**config.mk**
```make
export PLATFORM = sky130hd
export DESIGN_NAME = neuron_seq_ctrl
export DESIGN_NICKNAME = d
export VERILOG_FILES = /design/src/rtl/neuron_seq_ctrl.sv
export SDC_FILE = /design/constraint.sdc
export NUM_CORES = 1
export LEC_CHECK = 0
export ABC_CLOCK_PERIOD_IN_PS = 5400
export BUFFER_PORTS_ARGS = -buffer_cell sky130_fd_sc_hd__buf_2
export CAP_MARGIN = 20
export CORE_MARGIN = 5
export CORE_UTILIZATION = 47
export DETAILED_ROUTE_END_ITERATION = 10
export HOLD_SLACK_MARGIN = 0.12
export PLACE_DENSITY = 0.82
export SETUP_SLACK_MARGIN = 0.2
export SLEW_MARGIN = 20
export SYNTH_ARGS = -nofsm -noshare
export SYNTH_HDL_FRONTEND = slang
export SYNTH_SLANG_ARGS = --single-unit
```
**constraint.sdc**
```tcl
create_clock -name clk_i -period 5.4 [get_ports clk_i]
set_input_delay 1.08 -clock clk_i [delete_from_list [all_inputs] [get_ports clk_i]]
set_output_delay 1.08 -clock clk_i [all_outputs]
set_load 0.01 [all_outputs]
```
**src/rtl/neuron_seq_ctrl.sv**
```systemverilog
// Sequencer for the 8-input output neuron: serial x/w loading, enable/loss strobes, sample and batch counting.
// Optional feature macro: NEURON_SEQ_WEIGHT_HOLD_EN (weights are loaded only for the first sample of a batch).
module neuron_seq_ctrl #(
  parameter int N_IN      = 8,
  parameter int X_W       = 10,
  parameter int W_W       = 8,
  parameter int N_SAMPLES = 4,
  localparam int CNT_W    = $clog2(N_SAMPLES + 1),
  localparam int IDX_W    = $clog2(2 * N_IN)
) (
  input  logic                  clk_i,
  input  logic                  rst_i,
  input  logic                  start_i,
  input  logic                  abort_i,
  input  logic [X_W-1:0]        data_i,
  input  logic                  data_valid_i,
  output logic                  data_ready_o,
  output logic [N_IN*X_W-1:0]   x_bus_o,
  output logic [N_IN*W_W-1:0]   w_bus_o,
  output logic                  neuron_en_o,
  output logic                  f0_pass_o,
  output logic                  busy_o,
  output logic                  sample_done_o,
  output logic                  batch_done_o,
  output logic [CNT_W-1:0]      sample_cnt_o
);

  typedef enum logic [2:0] {
    IDLE    = 3'd0,
    LOAD    = 3'd1,
    COMPUTE = 3'd2,
    LOSS    = 3'd3,
    DONE    = 3'd4
  } state_t;

  state_t           state;
  state_t           next_state;
  logic [IDX_W-1:0] idx;
  logic [IDX_W-1:0] last_idx;
  logic             accept;
  logic             last_word;
  logic             hold_w;

  assign accept    = (state == LOAD) && data_valid_i;
  assign last_idx  = hold_w ? IDX_W'(N_IN - 1) : IDX_W'(2 * N_IN - 1);
  assign last_word = (idx == last_idx);

`ifdef NEURON_SEQ_WEIGHT_HOLD_EN
  logic w_loaded;

  // Remembers that this batch already has its weights; cleared by abort or a new batch.
  always_ff @(posedge clk_i or posedge rst_i) begin
    if (rst_i) begin
      w_loaded <= 1'b0;
    end else if (abort_i || ((state == IDLE) && start_i)) begin
      w_loaded <= 1'b0;
    end else if (accept && last_word) begin
      w_loaded <= 1'b1;
    end
  end

  assign hold_w = w_loaded;
`else
  assign hold_w = 1'b0;
`endif

  // State register.
  always_ff @(posedge clk_i or posedge rst_i) begin
    if (rst_i) begin
      state <= IDLE;
    end else begin
      state <= next_state;
    end
  end

  // Next-state logic; abort overrides every transition.
  always_comb begin
    next_state = state;
    case (state)
      IDLE:    if (start_i) next_state = LOAD; else next_state = IDLE;
      LOAD:    if (accept && last_word) next_state = COMPUTE; else next_state = LOAD;
      COMPUTE: next_state = LOSS;
      LOSS:    next_state = DONE;
      DONE:    if (sample_cnt_o == CNT_W'(N_SAMPLES)) next_state = IDLE; else next_state = LOAD;
      default: next_state = IDLE;
    endcase
    if (abort_i) begin
      next_state = IDLE;
    end else begin
      next_state = next_state;
    end
  end

  // Word index, lane registers and sample counter.
  always_ff @(posedge clk_i or posedge rst_i) begin
    if (rst_i) begin
      idx          <= {IDX_W{1'b0}};
      x_bus_o      <= {(N_IN*X_W){1'b0}};
      w_bus_o      <= {(N_IN*W_W){1'b0}};
      sample_cnt_o <= {CNT_W{1'b0}};
    end else begin
      if (abort_i || (state == IDLE)) begin
        idx <= {IDX_W{1'b0}};
      end else if (accept) begin
        idx <= last_word ? {IDX_W{1'b0}} : idx + IDX_W'(1);
      end
      for (int k = 0; k < N_IN; k++) begin
        if (accept && (idx == IDX_W'(k))) begin
          x_bus_o[k*X_W +: X_W] <= data_i;
        end
        if (accept && (idx == IDX_W'(N_IN + k))) begin
          w_bus_o[k*W_W +: W_W] <= data_i[W_W-1:0];
        end
      end
      // Count survives abort and batch end; only an honoured start clears it.
      if ((state == IDLE) && start_i && !abort_i) begin
        sample_cnt_o <= {CNT_W{1'b0}};
      end else if ((state == LOSS) && !abort_i) begin
        sample_cnt_o <= sample_cnt_o + CNT_W'(1);
      end
    end
  end

  // Strobes registered from the next state so they align with the state they decode.
  always_ff @(posedge clk_i or posedge rst_i) begin
    if (rst_i) begin
      data_ready_o  <= 1'b0;
      neuron_en_o   <= 1'b0;
      f0_pass_o     <= 1'b0;
      busy_o        <= 1'b0;
      sample_done_o <= 1'b0;
      batch_done_o  <= 1'b0;
    end else begin
      data_ready_o  <= (next_state == LOAD);
      neuron_en_o   <= (next_state == COMPUTE) || (next_state == LOSS);
      f0_pass_o     <= (next_state == LOSS);
      busy_o        <= (next_state != IDLE);
      sample_done_o <= (next_state == DONE);
      batch_done_o  <= (next_state == DONE) &&
                       ((sample_cnt_o + CNT_W'(1)) == CNT_W'(N_SAMPLES));
    end
  end

endmodule

```
==> metrics.md <==
| Metric | Value |
|---|---|
| Status | `finished clean` |
| Initial Utilization | `~48%` |
| Port Buffers | `167` |
| Most common cell in the netlist | `dfrtp_1` |
| Sequential share of power | `47.0%` |
| Max_slew headroom | `around 32%` |
| VDD IR max | `0.156 mV` |
| Hold Path Sink | `w_bus_o[36]` |
| Max_cap viols | `0` |
| Antenna violation net count after detailed routing | `0` |
| Clock Path Buffers | `2` |
| Primary FF master, synth | `dfrtp_1` |
| Worst reg2reg path startpoint | `state[1]` |
| Crit path launch type | `primary input` |
| Share of cells above drive strength 1 | `57.7%` |
| Sw power | `around 0.6 mW` |
| Area grow syn2layout | `25.2%` |
| Int Power | `2.08 mW` |
| Final worst path period share | `43.9%` |
| Hold depth | `1` |
| Number of global-route vias before repair | `4,283` |
| Mean Syn Cell Area | `approximately 16 sq um` |
| Sw Share | `between 20% and 30%` |
| Post-CTS Setup Bufs | `0` |
| Crit path time final | `between 2 and 2.5 ns` |
| WL final | `around 15,000 um` |
| Post-synth EDFFs | `0` |
| Met1 Use GR | `approximately 24%` |
| Core area | `about 0.013 sq mm` |
| Placed cells | `around 730` |
| Syn Inst Count | `400` |
| Largest cells by area after synthesis | `dfrtp_1, mux2_2, mux2_1, mux2_4, nand3_2` |
| Slew @ Worst Pin | `between 1 and 1.5 ns` |
| Crit path kind | `primary input to flop` |
| Hold buffer count at CTS | `0` |
| Mapped Area | `between 0.006 and 0.007 sq mm` |
| WP data arrival | `between 2 and 3 ns` |
| HPWL Detailed | `about 10,000 um` |
| Critical-path maximum fanout | `12` |
| Reg-to-reg endpoint | `w_bus_o[60]` |
| Site Rows | `42` |
| Reg-to-reg setup timing slack | `about 3.1 ns` |
| Met2 Use GR | `32.7%` |
| Clock network power share | `a little under half` |
| DR pass1 iterations | `4` |
| Unrepaired setup endpoints after global routing | `no` |
| Crit path capture type | `flop` |
| Setup TNS | `0 ns` |
| Cts repair resizes | `0` |
| Most Crowded Layer GR | `met2` |
| GR Overflow Total | `0` |
| Setup-failing EPs final | `0` |
| Util after Layout | `60.1%` |
| Critical Path RT | `between 5 and 6 ns` |
| WHS | `approximately 0.48 ns` |
| Final hold violation count | `0` |
| Fin nets | `between 500 and 600` |
| Synth warn | `0` |
| Routed vias/inst | `5.23` |
| First-pass GRT wire length | `roughly 24,000 um` |
| Count of pins over their slew limit | `0` |
| Syn nets | `422` |
| Pwr dens | `between 300 and 400 mW/mm^2` |
| GP Congestion | `roughly 0.76` |
| Register-to-Register Path Depth | `3` |
| Boundary Pins | `around 170` |
| Residual DRC | `0` |
| Die Y | `126 um` |
| Worst-path clk slew | `approximately 0.060 ns` |
| Initial antenna violation count | `0` |
| Leak | `4.48 nW` |
| Largest net degree at the start of global routing | `about 160` |
| Top-area cell type share of the netlist area | `a little over three fifths` |
| CTS H-Tree Depth | `4` |
| Clock sinks | `160` |
| Clk root buf | `clkbuf_16` |
| Worst-Skew Late Latency | `~0.42 ns` |
| Register bit total from synthesis | `between 150 and 200` |
| Post-synth ARST share | `between 90% and 100%` |
| WL/cell | `around 20 um` |
| Synth cell types | `slightly above 40` |
| CTS tree | `yes` |
| GR Layer Usage met3 | `under 10%` |
| Logic pwr share | `under 10%` |
| DR vias | `around 4,000` |
| FMAX | `around 0.42 GHz` |
| Seq/Total Area, Yosys | `63.0%` |
| HP Class | `flop to flop` |
| Width of the die | `between 100 and 150 um` |
| Die area | `around 0.016 sq mm` |
| Top post-synthesis cells by count | `dfrtp_1, mux2_2, mux2_1` |
| Num CTS Buffers | `17` |
| Hold path start | `w_bus_o[36]` |
| ANT cells | `0` |
| Fin Clk Skew | `approximately 0.008 ns` |
| DR iter-0 viols | `approximately 170` |
| Final non-filler cell total | `between 700 and 800` |
| All-layer global routing usage | `between 10% and 20%` |
| Biggest area consumer among synthesized cells | `dfrtp_1` |
-- final cells by class --
class                   instances  area [sq um]
well taps                     176           220
clock inverters                13           184
repair buffers                168           856
flip-flops and latches        160          4000
clock buffers                  19           443
inverters                       8          33.8
multi-input cells             213          2210
fillers                      1055          5290
-- worst max-delay path: stages --
cell and delay [ns]:
buf_2 0.11, nand4bb_1 0.21, nor2_1 0.84, mux2_2 0.42
-- stage by stage --
| step | worst slack (ns) | total power, mW | cell area [sq um] |
|---|---|---|---|
| final | 3.03 | 2.66 | 7950 |
| after global routing | 2.98 | 2.76 | 7950 |
| after CTS | 3.05 | 2.69 | 7950 |
| after detailed placement | 2.64 | 1.43 | 7330 |
| after global placement | 2.71 | 1.42 | 7330 |
| after floorplan | 2.29 | 1.35 | 6350 |
-- registers in the layout, summed over array words and instances (netlist names) --
signal         count
x_bus_o           80
w_bus_o           64
idx                4
sample_cnt_o       3
state              3
batch_done_o       1
busy_o             1
data_ready_o       1
f0_pass_o          1
neuron_en_o        1
sample_done_o      1
-- cells in the final DEF, fill, tap and decap left out, drive strengths merged, types with 2 or more instances in the layout --
cell      instances
and3              4
nor2              3
nand2             7
nor2b             2
clkinvlp          4
and2              2
ha                7
buf             168
mux2            144
a21oi             4
o21ai             3
clkinv            4
bufinv            4
and4bb            3
inv               9
a221oi            2
nand3            13
nor3              2
dfrtp           160
o21a              2
clkbuf           19
-- cells by family (layout without fill, tap and decap cells) --
family | count (synthesis) | after routing | synth area share (%)
simple gates | 43 | 43 | 5.10
fa+ha+maj | 7 | 7 | 1.38
compound gates | 19 | 19 | 2.23
flops | 160 | 160 | 63.0
buf+inv | 27 | 208 | 2.13
mux | 144 | 144 | 26.1
-- power groups by stage --
| stage | Sequential [mW] | Combinational [mW] | Clock (mW) |
|---|---|---|---|
| floorplan | 1.29 | 0.0690 | 0 |
| global placement | 1.27 | 0.149 | 0 |
| detailed placement | 1.27 | 0.154 | 0 |
| CTS | 1.25 | 0.154 | 1.28 |
| global route | 1.26 | 0.166 | 1.34 |
| finish | 1.25 | 0.150 | 1.26 |
-- worst max-delay path by stage --
stage | startpoint | end | slack (ns) | depth (start not counted)
6_report | data_valid_i | w_bus_o[60] | 3.03 | 4
3_5_place_dp | data_valid_i | x_bus_o[50] | 2.64 | 4
3_3_place_gp | data_valid_i | x_bus_o[58] | 2.71 | 4
2_1_floorplan | rst_i | batch_done_o | 2.29 | 1
5_1_grt | data_valid_i | w_bus_o[63] | 2.98 | 4
4_1_cts | data_valid_i | w_bus_o[60] | 3.05 | 4
-- routing by layer --
| metal | up-vias | share of wire, % |
|---|---|---|
| met1 | 2059 | 42 |
| met3 | 13 | 6.2 |
| li1 | 1775 | - |
| met2 | 111 | 50 |
| met4 | 0 | 1.3 |
| met5 | - | 0 |
Power figures use the tool's default switching activity.
